**src/rtl/m_pkg.sv**
```systemverilog
// m_pkg: shared milestone constants and the RGB pixel reader state type
package m_pkg;

    localparam logic [17:0] RGB_BASE_ADDR = 18'd146944;
    localparam int IMG_WIDTH  = 320;
    localparam int IMG_HEIGHT = 240;
    localparam int RGB_WORDS  = 115200;

    typedef enum logic [1:0] {S_RGB_IDLE, S_RGB_FETCH, S_RGB_DRAIN} RGB_RD_state;

endpackage

```
**src/rtl/word_fifo4.sv**
```systemverilog
// word_fifo4: 4-entry 16-bit FIFO exposing the two oldest words, pops 0..2 words per cycle
module word_fifo4 (
    input  logic        Clock,
    input  logic        resetn,
    input  logic        push,
    input  logic [15:0] wdata,
    input  logic [1:0]  pop,
    output logic [15:0] rdata0,
    output logic [15:0] rdata1,
    output logic [2:0]  count
);

    logic [15:0] mem [4];
    logic [1:0]  wp, rp;

    // storage, pointers and occupancy; push and pop may happen in the same cycle
    always_ff @(posedge Clock or negedge resetn) begin
        if (!resetn) begin
            wp    <= 2'd0;
            rp    <= 2'd0;
            count <= 3'd0;
            for (int i = 0; i < 4; i++) mem[i] <= 16'd0;
        end else begin
            if (push) begin
                mem[wp] <= wdata;
                wp      <= wp + 2'd1;
            end
            rp    <= rp + pop;
            count <= count + {2'b0, push} - {1'b0, pop};
        end
    end

    assign rdata0 = mem[rp];
    assign rdata1 = mem[rp + 2'd1];

endmodule

```
**src/rtl/rgb_pixel_reader.sv**
```systemverilog
// rgb_pixel_reader: streams a packed RGB frame from SRAM as valid/ready pixels; RGB_READER_CHECKSUM_EN adds frame_sum
module rgb_pixel_reader
    import m_pkg::*;
#(
    parameter int WIDTH  = IMG_WIDTH,
    parameter int HEIGHT = IMG_HEIGHT
) (
    input  logic        Clock,
    input  logic        resetn,
    input  logic        startF,
    output logic        endF,
    output logic [17:0] SRAM_address,
    output logic        SRAM_we_n,
    input  logic [15:0] SRAM_read_data,
    output logic        pix_valid,
    input  logic        pix_ready,
    output logic [7:0]  pix_r,
    output logic [7:0]  pix_g,
    output logic [7:0]  pix_b,
    output logic        pix_eol,
    output logic        pix_last
`ifdef RGB_READER_CHECKSUM_EN
    ,
    output logic [15:0] frame_sum
`endif
);

    localparam int WORDS = WIDTH * HEIGHT * 3 / 2;

    RGB_RD_state state, state_n;
    logic [16:0] wcnt;
    logic [8:0]  col;
    logic [7:0]  row;
    logic [7:0]  r1;
    logic        phase, v1, v2, start, issue, xfer;
    logic [1:0]  pop;
    logic [2:0]  count;
    logic [3:0]  occ;
    logic [15:0] w0, w1;

    word_fifo4 u_fifo (
        .Clock  (Clock),
        .resetn (resetn),
        .push   (v2),
        .wdata  (SRAM_read_data),
        .pop    (pop),
        .rdata0 (w0),
        .rdata1 (w1),
        .count  (count)
    );

    // occupancy counts this cycle's pop so the 2-deep read pipeline never stalls at full rate
    assign start     = state == S_RGB_IDLE && startF;
    assign pix_valid = state != S_RGB_IDLE && (phase ? count != 3'd0 : count >= 3'd2);
    assign xfer      = pix_valid && pix_ready;
    assign pop       = xfer ? (phase ? 2'd1 : 2'd2) : 2'd0;
    assign occ       = {1'b0, count} - {2'b0, pop} + {3'b0, v1} + {3'b0, v2};
    assign issue     = state == S_RGB_FETCH && occ < 4'd4;
    assign SRAM_we_n = 1'b1;
    assign pix_r     = pix_valid ? (phase ? r1 : w0[15:8]) : 8'd0;
    assign pix_g     = pix_valid ? (phase ? w0[15:8] : w0[7:0]) : 8'd0;
    assign pix_b     = pix_valid ? (phase ? w0[7:0] : w1[15:8]) : 8'd0;
    assign pix_eol   = pix_valid && col == 9'(WIDTH - 1);
    assign pix_last  = pix_eol && row == 8'(HEIGHT - 1);

    // state register
    always_ff @(posedge Clock or negedge resetn) begin
        if (!resetn) state <= S_RGB_IDLE;
        else         state <= state_n;
    end

    // next state: start in IDLE, stop fetching after the last word, finish on the last pixel
    always_comb begin
        state_n = state;
        case (state)
            S_RGB_IDLE:  state_n = startF ? S_RGB_FETCH : S_RGB_IDLE;
            S_RGB_FETCH: state_n = issue && wcnt == 17'(WORDS - 1) ? S_RGB_DRAIN : S_RGB_FETCH;
            S_RGB_DRAIN: state_n = xfer && pix_last ? S_RGB_IDLE : S_RGB_DRAIN;
            default:     state_n = S_RGB_IDLE;
        endcase
    end

    // read pipeline, address/word counters, pixel phase and raster position
    always_ff @(posedge Clock or negedge resetn) begin
        if (!resetn) begin
            v1           <= 1'b0;
            v2           <= 1'b0;
            endF         <= 1'b0;
            wcnt         <= 17'd0;
            col          <= 9'd0;
            row          <= 8'd0;
            phase        <= 1'b0;
            r1           <= 8'd0;
            SRAM_address <= RGB_BASE_ADDR;
        end else begin
            v1 <= issue;
            v2 <= v1;
            if (start) begin
                endF         <= 1'b0;
                wcnt         <= 17'd0;
                col          <= 9'd0;
                row          <= 8'd0;
                phase        <= 1'b0;
                SRAM_address <= RGB_BASE_ADDR;
            end else begin
                if (issue) begin
                    SRAM_address <= SRAM_address + 18'd1;
                    wcnt         <= wcnt + 17'd1;
                end
                if (xfer) begin
                    phase <= ~phase;
                    col   <= pix_eol ? 9'd0 : col + 9'd1;
                    if (!phase)   r1   <= w1[7:0];
                    if (pix_eol)  row  <= row + 8'd1;
                    if (pix_last) endF <= 1'b1;
                end
            end
        end
    end

`ifdef RGB_READER_CHECKSUM_EN
    // running sum of every transferred pixel's colour components
    always_ff @(posedge Clock or negedge resetn) begin
        if (!resetn)   frame_sum <= 16'd0;
        else if (start) frame_sum <= 16'd0;
        else if (xfer)  frame_sum <= frame_sum + 16'(pix_r) + 16'(pix_g) + 16'(pix_b);
    end
`endif

endmodule

```
**config.mk**
```make
export PLATFORM = sky130hd
export DESIGN_NAME = rgb_pixel_reader
export DESIGN_NICKNAME = d
export VERILOG_FILES = /design/src/rtl/m_pkg.sv /design/src/rtl/word_fifo4.sv /design/src/rtl/rgb_pixel_reader.sv
export SDC_FILE = /design/constraint.sdc
export NUM_CORES = 1
export LEC_CHECK = 0
export CAP_MARGIN = 10
export CORE_AREA = 2 2 143 89
export CTS_CLUSTER_DIAMETER = 120
export DETAILED_ROUTE_END_ITERATION = 12
export DIE_AREA = 0 0 145 91
export PLACE_DENSITY = 0.95
export SKIP_CTS_REPAIR_TIMING = 1
export SLEW_MARGIN = 40
export SYNTH_ARGS = -nofsm -noshare
export SYNTH_HDL_FRONTEND = slang
export SYNTH_SLANG_ARGS = --single-unit
```
**constraint.sdc**
```tcl
create_clock -name Clock -period 6.1 [get_ports Clock]
set_input_delay 1.525 -clock Clock [delete_from_list [all_inputs] [get_ports Clock]]
set_output_delay 1.525 -clock Clock [all_outputs]
set_load 0.03 [all_outputs]
```
==> run metrics <==
status=finished, final reports clean; remaining routing DRC violations=0; measured slew at the worst slew-check pin=slightly above 0.8 ns; max-slew violations=0; vias in the first global route=around 6000; final hold viol count=0; io pins=between 60 and 70; arrival time worst endpoint=5.77 ns; area of the multi-input gates=between 3000 and 4000 sq um; hold path endpoint=v2; first-pass GRT wire length=approximately 32000 um; Final #Nets=between 700 and 800; ys flop type=dfrtp_1; FF-to-FF End=SRAM_address[15]; IO buf count=65; DR pass1 iterations=7; Antenna Cells=0; share of cells above drive strength 1=0.242; Register-to-Register Path Depth=14; # clock sinks=137; cell taking the most area after synthesis=dfrtp_1; Crit-path slowest cell=a2111oi_0; hold path startpoint=v1; Worst R2R Setup Slack=~1.2 ns; min Tclk post-route=~5.5 ns; kind of critical path=primary input to flip-flop; via/cell ratio=just under 7; fmax=183 MHz; Final period util=0.897; Power Total=approximately 5500 uW; Post-synth EDFFs=0; #FFs+latches synth=roughly 140; final wirelength=20000 um; Synth Warn #=0; total CTS buffers=17; Mapped Nets=about 650; num rows=31; Final setup viols=0; Seq/Total Area, Yosys=0.475; H-Tree Depth=4; Iteration-0 DRC Markers=between 700 and 800; initial core utilization=0.612; Startpoint Class=primary input; met3 WL post-DR=around 2100 um; unrepaired setup endpoints after global routing=false; Mapped Cells=614; synth unique cells=50; ys async rst share=1.00; die width=about 150 um; Clock Root Buffer=clkbuf_16; top sig layer=met4; gr ovfl total=0; crit path cell chain=clkdlybuf4s50_1 > nand3_1 > nor2_1 > buf_4 > inv_1 > ha_1 > ha_1 > or4bb_1 > a2111oi_0 > nor3_2 > buf_4 > inv_2 > nor2_1 > a211o_1; remaining antenna violation count=0; Power Density=about 640 nW/um^2; Vias=just under 6000; Max-slew headroom=0.447; Die ar.=13200 sq um; Sequential Area=~3400 sq um; initial antenna violation count=0; Avg Cell Area, Syn=11.8 sq um; GRT Total Usage=0.311; WL/cell=around 23 um; Peak VDD IR=328 uV; setup TNS=0 ns; leakage power=roughly 0.0037 uW; max_cap viols=0; met2 wire len=roughly 9500 um; HPWL after DPL=between 10000 and 15000 um; Area contributors post-synth=dfrtp_1 (45%), mux2_2 (11%), mux4_2 (10%); # fillers=about 660; Die Ht=91 um; Crit path max-delay family=buffers and inverters; Worst Setup End Kind=flip-flop; skew final=around 0.013 ns; Hold WC Path Type=flip-flop to flip-flop; Worst Path Buf+Inv=5; area delta synth->final=19.7%; R2R Path Start=state[1]; largest net degree at the start of global routing=66; CP required=approximately 6.4 ns; CTS tree=built; CP peak stage delay=~0.73 ns; GP Congestion=0.861; top-area cell type share of the netlist area=0.453; clock slew at reported path FFs=around 0.060 ns; crit-path max FO=32; Synth Cell Area=between 7000 and 8000 sq um; Core Region=between 10000 and 15000 sq um; met1 WL=approximately 7700 um; Hold Crit Depth=0; CTS Buffer Depth=2; clk_lat worst skew=roughly 0.43 ns
## cell usage after synthesis, types with 4 or more instances
cell	count
a211o_1	5
a21oi_1	19
a31oi_1	13
a41oi_1	6
and3_1	12
buf_1	4
buf_4	6
clkbuf_1	16
dfrtp_1	131
dfstp_2	6
ha_1	13
inv_1	15
mux2_2	73
mux2i_1	27
mux4_2	32
nand2_1	42
nand2b_1	4
nand3_1	31
nand4_1	8
nor2_1	52
nor3_1	9
nor4_1	7
o21ai_0	13
o31ai_1	7
or3_1	5
or4_1	7
xnor2_1	5
xor2_1	13
## sequential cells by signal, summed over array words and instances (netlist names)
name and count:
SRAM_address 18, col 9, endF 1, phase 1
r1 8, row 8, state 2, u_fifo.count 3
u_fifo.mem 64, u_fifo.rp 2, u_fifo.wp 2, v1 1
v2 1, wcnt 17
## power breakdown
| group | internal, uW | leakage (uW) | switching (uW) |
|---|---|---|---|
| sequential | 1250 | 0.00169 | 326 |
| clock | 656 | 0.000289 | 412 |
| combinational | 1260 | 0.00170 | 1630 |
| total | 3170 | 0.00368 | 2360 |
## cells in the final DEF (no fill, tap or decap), drive strengths merged, types with 8 or more instances in the layout
| master | instances |
|---|---|
| clkdlybuf4s50 | 64 |
| ha | 13 |
| nand3 | 31 |
| o21ai | 13 |
| a31oi | 13 |
| nor2 | 52 |
| nand4 | 8 |
| buf | 11 |
| and3 | 12 |
| nor3 | 9 |
| inv | 19 |
| mux2 | 73 |
| nand2 | 42 |
| mux2i | 27 |
| mux4 | 32 |
| dfrtp | 131 |
| xor2 | 13 |
| a21oi | 19 |
| clkbuf | 18 |
## worst max path at each step
stage	startpoint	to	slack [ns]	cells past startpoint
detailed placement	pix_ready	SRAM_address[15]	0.60	14
finish	pix_ready	SRAM_address[15]	0.63	14
global placement	pix_ready	wcnt[7]	0.85	14
CTS	pix_ready	SRAM_address[15]	0.79	14
global route	pix_ready	SRAM_address[15]	0.48	14
floorplan	pix_ready	wcnt[6]	1.77	12
## per-stage QoR
stage                     std cells  hold WS (ns)  instance area [sq um]  setup slack [ns]  utilization
after floorplan                 614         0.375                   7240              1.77            -
final                           855         0.519                   8660             0.627        0.732
after detailed placement        824         0.443                   8030             0.599        0.679
after global routing            855         0.507                   8660             0.478        0.732
after global placement          824         0.429                   8030             0.855        0.679
after CTS                       855         0.498                   8640             0.795        0.730
## cells by family (layout without fill, tap and decap cells)
group / count (synthesis) / after routing / synth area share
compound gates: 78 / 78 / 0.0711
xor+xnor: 18 / 18 / 0.0218
fa+ha+maj: 14 / 14 / 0.0252
buf+inv: 46 / 122 / 0.0285
flops: 137 / 137 / 0.475
mux: 132 / 132 / 0.251
other cells: 1 / 1 / 0.000518
simple gates: 188 / 188 / 0.128
## per-layer routing
layer,GRT usage,vias up
met5,0,-
met4,0.126,0
met3,0.101,92
met2,0.497,454
met1,0.399,2901
li1,-,2424
## layout make-up
type | instances | area share
sequential | 137 | 0.397
tap | 165 | 0.0238
clock buffer | 18 | 0.0507
inverter | 16 | 0.00693
timing repair buffer | 75 | 0.0839
multi-input combinational | 431 | 0.418
clock inverter | 13 | 0.0196
(Power assumes the default switching activity.)
